===== src/rtl/sram_port_arbiter.sv =====
// Round-robin arbiter sharing one two-cycle strobe/hold SRAM port between the
// dirty-bitmap unit (requester 0) and the host data buffer (requester 1).
module sram_port_arbiter #(
   parameter int unsigned LOCK_MAX = 8
) (
   input  logic        clk2,
   input  logic        NReset,
   input  logic        Req0Read,
   input  logic        Req0Write,
   input  logic        Req0Lock,
   input  logic [11:0] Req0Add,
   input  logic [15:0] Req0Wdata,
   output logic [15:0] Req0Rdata,
   output logic        Req0Ack,
   input  logic        Req1Read,
   input  logic        Req1Write,
   input  logic        Req1Lock,
   input  logic [11:0] Req1Add,
   input  logic [15:0] Req1Wdata,
   output logic [15:0] Req1Rdata,
   output logic        Req1Ack,
   output logic [1:0]  Grant,
   output logic        SRAMRead,
   output logic        SRAMWrite,
   output logic [11:0] SRAMAdd,
   output logic [15:0] SRAMWdata,
   input  logic [15:0] SRAMRdata
);

   typedef enum logic [1:0] {S_IDLE, S_ACCESS, S_HOLD, S_ACK} state_e;

   state_e      state_q, state_d;
   logic        owner_q, owner_d;
   logic        last_q, last_d;
   logic        lock_active_q, lock_active_d;
   logic [3:0]  lock_cnt_q, lock_cnt_d;
   logic        op_wr_q, op_wr_d;
   logic [11:0] addr_q, addr_d;
   logic [15:0] wdata_q, wdata_d;
   logic [15:0] rdata_q, rdata_d;

   logic pend0, pend1, owner_pend, owner_lock, lock_eff, grant_vld, grant_sel;

   assign pend0      = Req0Read | Req0Write;
   assign pend1      = Req1Read | Req1Write;
   assign owner_pend = owner_q ? pend1 : pend0;
   assign owner_lock = owner_q ? Req1Lock : Req0Lock;

   // NOTE: sequential state uses non-blocking assignments only, so every flop
   // samples the pre-edge values regardless of statement order.
   always_ff @(posedge clk2 or negedge NReset) begin
      if (!NReset) begin
         state_q       <= S_IDLE;
         owner_q       <= 1'b0;
         last_q        <= 1'b1;
         lock_active_q <= 1'b0;
         lock_cnt_q    <= 4'd0;
         op_wr_q       <= 1'b0;
         addr_q        <= 12'd0;
         wdata_q       <= 16'd0;
         rdata_q       <= 16'd0;
      end else begin
         state_q       <= state_d;
         owner_q       <= owner_d;
         last_q        <= last_d;
         lock_active_q <= lock_active_d;
         lock_cnt_q    <= lock_cnt_d;
         op_wr_q       <= op_wr_d;
         addr_q        <= addr_d;
         wdata_q       <= wdata_d;
         rdata_q       <= rdata_d;
      end
   end

   // NOTE: every signal assigned here gets a default first, so no path can
   // leave it unassigned and infer a latch.
   always_comb begin
      state_d       = state_q;
      owner_d       = owner_q;
      last_d        = last_q;
      lock_active_d = lock_active_q;
      lock_cnt_d    = lock_cnt_q;
      op_wr_d       = op_wr_q;
      addr_d        = addr_q;
      wdata_d       = wdata_q;
      rdata_d       = rdata_q;
      lock_eff      = lock_active_q;
      grant_vld     = 1'b0;
      grant_sel     = 1'b0;
      unique case (state_q)
         S_IDLE: begin
            // An idle owner that has dropped Lock gives up ownership this cycle.
            if (lock_active_q && !owner_lock && !owner_pend) begin
               lock_active_d = 1'b0;
               lock_cnt_d    = 4'd0;
               lock_eff      = 1'b0;
            end
            if (lock_eff) begin
               grant_vld = owner_pend;
               grant_sel = owner_q;
            end else if (pend0 && pend1) begin
               grant_vld = 1'b1;
               grant_sel = ~last_q;
            end else if (pend0 || pend1) begin
               grant_vld = 1'b1;
               grant_sel = pend1;
            end
            if (grant_vld) begin
               owner_d = grant_sel;
               op_wr_d = grant_sel ? Req1Write : Req0Write;
               addr_d  = grant_sel ? Req1Add   : Req0Add;
               wdata_d = grant_sel ? Req1Wdata : Req0Wdata;
               state_d = S_ACCESS;
            end
         end
         S_ACCESS: state_d = S_HOLD;
         S_HOLD: begin
            rdata_d = op_wr_q ? 16'd0 : SRAMRdata;
            state_d = S_ACK;
         end
         S_ACK: begin
            last_d = owner_q;
            if (owner_lock && ((5'(lock_cnt_q) + 5'd1) < 5'(LOCK_MAX))) begin
               lock_active_d = 1'b1;
               lock_cnt_d    = lock_cnt_q + 4'd1;
            end else begin
               lock_active_d = 1'b0;
               lock_cnt_d    = 4'd0;
            end
            state_d = S_IDLE;
         end
         default: state_d = S_IDLE;
      endcase
   end

   always_comb begin
      Grant     = (state_q == S_IDLE) ? 2'b00 : (owner_q ? 2'b10 : 2'b01);
      SRAMRead  = (state_q == S_ACCESS) && !op_wr_q;
      SRAMWrite = (state_q == S_ACCESS) && op_wr_q;
      SRAMAdd   = 12'd0;
      SRAMWdata = 16'd0;
      if (state_q == S_ACCESS || state_q == S_HOLD) begin
         SRAMAdd   = addr_q;
         SRAMWdata = wdata_q;
      end
      Req0Ack   = (state_q == S_ACK) && !owner_q;
      Req1Ack   = (state_q == S_ACK) && owner_q;
      Req0Rdata = Req0Ack ? rdata_q : 16'd0;
      Req1Rdata = Req1Ack ? rdata_q : 16'd0;
   end

endmodule


===== config.mk =====
export PLATFORM = sky130hd
export DESIGN_NAME = sram_port_arbiter
export DESIGN_NICKNAME = d
export VERILOG_FILES = /design/src/rtl/sram_port_arbiter.sv
export SDC_FILE = /design/constraint.sdc
export NUM_CORES = 1
export LEC_CHECK = 0
export ABC_AREA = 0
export BUFFER_PORTS_ARGS = -buffer_cell sky130_fd_sc_hd__buf_2
export CORE_AREA = 2 2 88 90
export CTS_CLUSTER_SIZE = 40
export DETAILED_ROUTE_END_ITERATION = 10
export DIE_AREA = 0 0 90 92
export HOLD_SLACK_MARGIN = 0.02
export PLACE_DENSITY = 0.75
export SYNTH_ARGS = -nofsm -noshare
export SYNTH_HDL_FRONTEND = slang
export SYNTH_SLANG_ARGS = --single-unit

===== constraint.sdc =====
create_clock -name clk2 -period 2.6 [get_ports clk2]
set_input_delay 0.39 -clock clk2 [delete_from_list [all_inputs] [get_ports clk2]]
set_output_delay 0.39 -clock clk2 [all_outputs]
set_load 0.01 [all_outputs]

==> flow_summary.yaml, run 1 <==
global_route:
  grt_pass1_vias: 2632
  grt_overflow_total: 0
  grt_pass1_wl_um: 12600
  grt_max_degree: 55
  grtUsageTotal_pct: 18.4
  antenna_found_initial: 0
placed_design:
  io_buffers: 145
  dp_slack_ns: 0.162
  dp_cells: 534
  hpwl_um: 5500
  gp_congestion: 0.734
  place_area_um2: 3990
power_and_ir_drop:
  design_power_total_mw: 4.99
  ir_worst_vdd_v: 0.000669
  p_per_area_nw_per_um2: 1220
  p_leak_nw: 2.04
floorplanning:
  start_util_pct: 43.0
  rows: 32
  io_pins: 146
  dieArea_um2: 8280
  fp.coreArea_um2: 7450
  die_w_um: 90
  fp.dieH_um: 92
clocking:
  cts_sinks: 54
  cts_hold_buf: 0
  ctsHtreeMaxLevel: 2
  cts_root_buffer: "clkbuf_8"
  cts_setup_buffers: 0
  clock_path_buffers: 2
  clk_latency_ns: 0.30
  cts_buffers: 5
  clk_pin_slew_ns: 0.10
  cts_tree: "yes"
  cts_resized: 0
drt:
  drcViolationCount: 0
  met2_length_um: 3750
  wl_met1_um: 3230
  top_layer_used: "met4"
  wl_um: 7600
  vias: 2682
  wire_per_inst_um: 14.1
  drt-initial-drc-count: 90
  antenna_left: 0
  wl_met3_um: 566
  firstDrtPassIters: 4
  vias_per_cell: 4.96
worst_setup_path:
  criticalPathCategory: "flip-flop to flip-flop"
  crit_arrival_ns: 2.60
  cp_max_fo: 29
  critPathRequiredTime_ns: 2.79
  startpoint_type: "flip-flop"
  worst_setup_path_end_kind: "flip-flop"
sta:
  slew_violations: 0
  hold_violations: 0
  fmax_ghz: 0.415
  worst_slack_ns: 0.192
  rsz0062_at_grt: "no"
  tightest_slew_ns: 1.10
  tns_ns: 0
  clock_skew_ns: 0.00828
  setup_viol: 0
  min_period_ns: 2.41
  min_period_over_period_pct: 92.6
  holdWs_ns: 0.201
  slew_headroom_pct: 26.7
synth:
  synthFlopType: "dfrtp_1"
  synth_edf_count: 0
  synthAdderAreaFrac_pct: 1.95
  syn_inst: 303
  yosysSeqAreaShare_pct: 42.2
  synth.net_count: 388
  yosysMostFrequentCell: "dfrtp_1"
  yosysTopAreaCell: "dfrtp_1"
  synth_seq_cells: 54
  synth_area_per_cell_um2: 10.6
  synth-simple-area-share_pct: 18.6
  synth.top_cell.area_share_pct: 41.4
  yosysWarningCount: 0
  synth_top_family_by_area: "multiplexers"
  synthXorXnorAreaFrac_pct: 0
  synthTopCellsByArea: "dfrtp_1, mux2_2, mux2_4, and2_1, nor3_1"
  syn_area_um2: 3200
  synth_cell_type_count: 34
  synth_compound_area_share_pct: 6.13
  async_flop_share_pct: 100
  synth_mux_area_share_pct: 24.4
  synth_common_cells: "dfrtp_1, mux2_2, nor3_1, and2_1, inv_1"
cells_and_area:
  finalNonFillerCells: 541
  num_antenna_cells: 0
  final_util_pct: 55.1
  drive_above_1_share_pct: 49.4
  finalInstanceArea_um2: 4100
  final_nets: 524
  area_growth_pct: 28.0
  nFillCells: 679
worst_hold_path:
  hold_path_class: "primary input to async pin"
job:
  maxCapViolCount: 0
outcome:
  status: "finished clean"
-- report_power, final --
group | internal [mW] | leakage (nW) | switching (mW)
combinational | 1.42 | 1.32 | 1.50
clock | 0.308 | 0.0573 | 0.265
sequential | 1.27 | 0.662 | 0.232
-- worst max-delay path, cell delays in order (launching register included) --
cell,delay (ns)
dfrtp_1,0.47
nand2b_1,0.24
o221ai_4,0.88
mux2_2,0.41
mux2_1,0.29
-- kinds of logic (layout without fill, tap and decap cells) --
logic type	after synthesis	in the layout
flip-flops	54	54
adder cells (fa/ha/maj)	5	5
AO/OA/AOI/OAI	31	31
AND/OR/NAND/NOR	103	103
buffers and inverters	46	182
multiplexers	64	64
-- cell usage in the layout (no fill, tap or decap), types with 5 or more instances in the layout --
cell type,count
dfrtp_1,53
nor3_1,34
inv_1,23
clkbuf_8,6
buf_4,6
and2_1,29
nand2_1,5
ha_1,5
mux2_2,37
nand3b_1,16
mux2_4,18
nor2_1,9
o21ai_0,17
buf_2,145
mux2i_1,5
-- path summary, 6_finish.rpt --
check,from,endpoint,slack (ns),cells after the start
min,NReset,wdata_q[9],0.20,2
max reg2reg,lock_active_q,wdata_q[5],0.19,4
min reg2reg,wdata_q[5],wdata_q[5],0.50,1
min in group clk2,SRAMRdata[15],rdata_q[15],0.32,3
max,lock_active_q,wdata_q[5],0.19,4
max in group asynchronous,NReset,state_q[1],1.95,2
-- flip-flops by register name (all words and copies together), names as in the netlist --
| name | flops |
|---|---|
| state_q | 2 |
| rdata_q | 16 |
| wdata_q | 16 |
| last_q | 1 |
| lock_active_q | 1 |
| addr_q | 12 |
| owner_q | 1 |
| op_wr_q | 1 |
| lock_cnt_q | 4 |
-- layout make-up --
cell class	instances	area (µm²)	area share (%)
clock buffers	6	82.6	2.01
clock inverters	1	30.0	0.732
inverters	24	90.1	2.20
multi-input cells	203	1650	40.2
flip-flops and latches	54	1350	33.0
well taps	102	128	3.11
repair buffers	151	771	18.8
-- metal layers --
layer	vias to the layer above	global-route usage, %
met1	1273	23.4
met5	-	0
met3	5	5.42
met2	91	31.4
met4	0	3.85
li1	1313	-
Power figures use the tool's default switching activity.
==> inputs of run 2 (changes only) <==
- CORE_AREA: 2 2 88 90 -> 2 2 90 92
- DIE_AREA: 0 0 90 92 -> 0 0 92 94
- clock period: 2.6 -> 2 ns (I/O delays scaled with it)
==> run 2 against run 1 <==
  * First-iteration DRC count down 3.3%
  * Non-clock buffer count up 11
  * Total power up 33%
  * Sequential cell count unchanged
  * Register-to-register slack worse by 0.11 ns
  * Sequential power up 31%
  * Clock skew down 0.0018 ns
  * Critical path type unchanged
  * Critical endpoint is now addr_q[8]
  * Highest routed layer unchanged
==> flow_summary.yaml, run 2 (same netlist as run 1, synthesis figures left out) <==
worst_setup_path:
  reg2reg_depth: 5
  worst_setup_path_end_kind: "flip-flop"
  rr_startpoint: "lock_active_q"
  criticalPathCategory: "flip-flop to flip-flop"
  crit_arrival_ns: 2.12
  cp_max_fo: 17
  rrSetupSlack_ns: 0.08
  startpoint_type: "flip-flop"
  critPathRequiredTime_ns: 2.19
  r2r-end: "addr_q[8]"
sta:
  worst_slack_ns: 0.0770
  slew_headroom_pct: 68.7
  setup_viol: 0
  slew_violations: 0
  fmax_ghz: 0.520
  clock_skew_ns: 0.00644
  min_period_ns: 1.92
  tns_ns: 0
  hold_violations: 0
  rsz0062_at_grt: "no"
  tightest_slew_ns: 0.469
  min_period_over_period_pct: 96.1
clocking:
  clk_pin_slew_ns: 0.09
  ctsHtreeMaxLevel: 2
  cts_buffers: 5
  cts_setup_buffers: 0
  clk_latency_ns: 0.30
  cts_tree: "yes"
  cts_sinks: 54
  cts_root_buffer: "clkbuf_8"
  clock_path_buffers: 2
global_route:
  grtUsageTotal_pct: 18.3
  grt_pass1_vias: 2793
  met3_usage_pct: 5.46
  grt.met1_usage_pct: 22.5
  grt_max_degree: 39
  antenna_found_initial: 0
  top_usage_layer: "met2"
  grt_util_met2_pct: 31.8
  grt_overflow_total: 0
  grt_pass1_wl_um: 12800
cells_and_area:
  reg_top3: "rdata_q x16, wdata_q x16, addr_q x12"
  finalNonFillerCells: 553
  drive_above_1_share_pct: 50.8
  num_antenna_cells: 0
  final_nets: 535
  final_common_cell: "buf_2"
  finalInstanceArea_um2: 4230
  nFillCells: 683
  final_cell_mix: "buf_2, dfrtp_1, mux2_2"
  area_growth_pct: 32.2
worst_hold_path:
  hold_path_class: "primary input to flip-flop"
  hold_end: "rdata_q[1]"
  hold_depth: 3
  hp-start: "SRAMRdata[1]"
floorplanning:
  fp.coreArea_um2: 7610
  rows: 32
  start_util_pct: 42.1
  die_w_um: 92
  dieArea_um2: 8650
  io_pins: 146
  fp.dieH_um: 94
power_and_ir_drop:
  p_per_area_nw_per_um2: 1560
  ir_worst_vdd_v: 0.000838
  p_leak_nw: 2.11
  design_power_total_mw: 6.62
placed_design:
  io_buffers: 145
  hpwl_um: 5880
  gp_congestion: 0.840
  dp_slack_ns: 0.0834
  place_area_um2: 4130
  dp_cells: 544
drt:
  drcViolationCount: 0
  antenna_left: 0
  wire_per_inst_um: 13.9
  wl_um: 7710
  firstDrtPassIters: 4
  drt-initial-drc-count: 87
  vias: 2701
  vias_per_cell: 4.88
outcome:
  status: "finished clean"
job:
  maxCapViolCount: 0
run 2: how the worst max path moves through the flow:
stage / from / endpoint / slack [ns] / cells after the start
floorplan: lock_active_q / addr_q[10] / 0.13 / 6
global placement: lock_active_q / addr_q[5] / 0.12 / 5
detailed placement: owner_q / addr_q[3] / 0.08 / 5
CTS: owner_q / addr_q[8] / 0.05 / 5
global route: state_q[0] / SRAMWdata[9] / 0.002 / 5
finish: lock_active_q / addr_q[8] / 0.08 / 5
run 2: where the power goes:
group          internal (mW)  switching, mW
sequential              1.65          0.319
clock                  0.280          0.335
combinational           2.06           1.97
total                   3.99           2.62
run 2: repair_timing:
| item | in CTS | in global routing |
|---|---|---|
| hold buffers | 1 | 0 |
| endpoints found under the setup margin | 1 | 40 |
| hold endpoints to repair | 16 | 0 |
| gates resized for setup | 1 | 2 |
| pin swaps | 0 | 1 |
run 2: cell type report:
type	instances	area [µm²]	area share, %
Clock buffer	7	86.3	2.04
Multi-Input combinational cell	203	1650	38.9
Timing Repair Buffer	162	922	21.8
Clock inverter	1	5.00	0.118
Sequential cell	54	1350	32.0
Tap cell	102	128	3.01
Inverter	24	91.3	2.16
run 2: stage by stage:
stage / util, % / hold WS [ns]
global placement: 54.2 / 0.253
floorplan: - / 0.00441
finish: 55.7 / 0.232
CTS: 55.6 / 0.223
detailed placement: 54.2 / 0.256
global route: 55.7 / 0.225
run 2: routing by layer:
| layer | wire (µm) | up-vias | share of wire [%] |
|---|---|---|---|
| met5 | 0 | - | 0 |
| met4 | 65 | 0 | 0.84 |
| met3 | 657 | 5 | 8.5 |
| met2 | 3600 | 116 | 47 |
| met1 | 3390 | 1246 | 44 |
| li1 | - | 1334 | - |
run 2: critical path, stage by stage, from the launching register on:
cell and delay, ns:
dfrtp_1 0.45, a311o_2 0.44, o221ai_4 0.11, buf_12 0.21, mux2_2 0.35, mux2_2 0.26
==> inputs of run 3 (changes only) <==
- CORE_AREA: 2 2 90 92 -> 2 2 88 90
- DIE_AREA: 0 0 92 94 -> 0 0 90 92
- clock period: 2 -> 1.88 ns (I/O delays scaled with it)
==> run 3 against run 2 <==
  * The flow now finishes with violations (setup timing)
  * Fmax up 0.69%
  * Core utilization up 8.1 points
  * Cell area rose by 12%
  * Clock power rose by 8.3%
  * Final cell count rose by 2.9%
  * Worst setup slack lost 0.11 ns
  * Critical path depth rose by 1
  * Clock skew shrank 0.00053 ns
  * Worst hold slack worse by 0.025 ns
  * Largest power group unchanged
  * Highest routed layer unchanged
==> flow_summary.yaml, run 3 (same netlist as run 1, synthesis figures left out) <==
cells_and_area:
  reg_top3: "rdata_q x16, wdata_q x16, addr_q x12"
  num_antenna_cells: 0
  area_growth_pct: 48.2
  final_common_cell: "buf_2"
  multiInputGateArea_um2: 1860
  final_cell_mix: "buf_2, mux2_4, dfrtp_1"
  final_nets: 551
  nFillCells: 630
  drive_above_1_share_pct: 56.7
  ff_latch_area_um2: 1360
  finalNonFillerCells: 569
worst_setup_path:
  slowest_stage: "dfrtp_2"
  cp_num_cells: 6
  cp_max_fo: 8
  startpoint_type: "flip-flop"
  worst_setup_path_end_kind: "flip-flop"
  r2r-end: "wdata_q[0]"
  rr_startpoint: "lock_active_q"
  rrSetupSlack_ns: -0.03
  critPathTopFamily: "multiplexers"
  cpMostUsedCell: "mux2_4"
  crit_buf_inv: 2
  reg2reg_depth: 6
  criticalPathCategory: "flip-flop to flip-flop"
  critPathRequiredTime_ns: 2.08
  cpPeakStageDelay_ns: 0.44
  crit_chain: "a311o_2 > o221ai_4 > buf_12 > clkbuf_16 > mux2_4 > mux2_4"
  crit_arrival_ns: 2.11
drt:
  antenna_left: 0
  wl_um: 8780
  drt-initial-drc-count: 93
  wire_per_inst_um: 15.4
  drcViolationCount: 0
  vias_per_cell: 5.05
  firstDrtPassIters: 4
  vias: 2873
global_route:
  antenna_found_initial: 0
  grt_pass1_vias: 2816
  grtUsageTotal_pct: 18.8
  grt_pass1_wl_um: 12800
  grt_overflow_total: 0
  grt_max_degree: 34
clocking:
  clk_latency_ns: 0.30
  cts_buffers: 5
  cts_tree: "yes"
  ctsHtreeMaxLevel: 2
  clock_path_buffers: 2
  cts_root_buffer: "clkbuf_8"
  cts_sinks: 54
  clk_pin_slew_ns: 0.09
outcome:
  status: "finished with violations"
  violations: "setup timing"
sta:
  min_period_ns: 1.91
  slew_violations: 0
  tightest_slew_ns: 0.476
  fmax_ghz: 0.524
  rsz0062_at_grt: "yes"
  holdWs_ns: 0.207
  setup_viol: 11
  hold_violations: 0
  tns_ns: -0.228
  clock_skew_ns: 0.00592
  worst_slack_ns: -0.0298
  slew_headroom_pct: 68.2
  min_period_over_period_pct: 102
worst_hold_path:
  hold_depth: 3
  hp-start: "SRAMRdata[7]"
  hold_end: "rdata_q[7]"
  hold_path_class: "primary input to flip-flop"
placed_design:
  io_buffers: 145
  gp_congestion: 0.740
  hpwl_um: 5930
  dp_cells: 546
floorplanning:
  die_w_um: 90
  io_pins: 146
  rows: 32
  start_util_pct: 43.0
  fp.coreArea_um2: 7450
  dieArea_um2: 8280
  fp.dieH_um: 92
power_and_ir_drop:
  p_leak_nw: 2.40
  p_per_area_nw_per_um2: 1770
  ir_worst_vdd_v: 0.00108
  design_power_total_mw: 8.40
job:
  maxCapViolCount: 0
run 3: metrics by stage:
| step | area [µm²] | setup WS (ns) | util [%] |
|---|---|---|---|
| final | 4750 | -0.0298 | 63.8 |
| after global routing | 4750 | -0.0747 | 63.8 |
| after CTS | 4270 | -0.0252 | 57.3 |
| after detailed placement | 4130 | -0.0322 | 55.4 |
| after global placement | 4130 | 0.00536 | 55.4 |
| after floorplan | 3200 | 0.00688 | - |
run 3: power by group:
part / switching [mW] / leakage (nW) / internal (mW) / total, mW
Sequential: 0.349 / 0.659 / 1.76 / 2.11
Clock: 0.368 / 0.0482 / 0.298 / 0.666
Combinational: 2.52 / 1.70 / 3.11 / 5.63
Total: 3.23 / 2.40 / 5.17 / 8.40
run 3: worst max-delay path by stage:
stage	start	end	slack, ns
floorplan	lock_active_q	addr_q[10]	0.007
global placement	lock_active_q	addr_q[6]	0.005
detailed placement	owner_q	addr_q[6]	-0.03
CTS	owner_q	Req1Rdata[5]	-0.03
global route	owner_q	wdata_q[0]	-0.07
finish	lock_active_q	wdata_q[0]	-0.03
run 3: worst min-delay path, stage by stage:
cell      delay [ns]
buf_2           0.07
nand3b_1        0.06
o21ai_0         0.06
run 3: area by class of cell:
| cell class | count | area share, % |
|---|---|---|
| timing repair buffer | 178 | 25.6 |
| clock inverter | 1 | 0.105 |
| inverter | 24 | 2.00 |
| multi-input combinational | 203 | 39.3 |
| tap | 102 | 2.69 |
| clock buffer | 7 | 1.82 |
| sequential | 54 | 28.5 |
run 3: routing by layer:
metal  up-vias  track usage [%]  share of wire [%]
met3         4             4.68                6.0
met2       100             34.5                 52
met5         -                0                  0
met1      1396             22.6                 41
met4         0             3.46               0.46
li1       1373                -                  -
run 3: timing repair:
action / in CTS / in global routing
endpoints found under the hold margin: 15 / 0
cloned: 0 / 6
pin swaps: 1 / 4
gates resized for setup: 11 / 61
hold buffers: 1 / 0
setup endpoints to repair: 87 / 86
setup buffers: 0 / 8
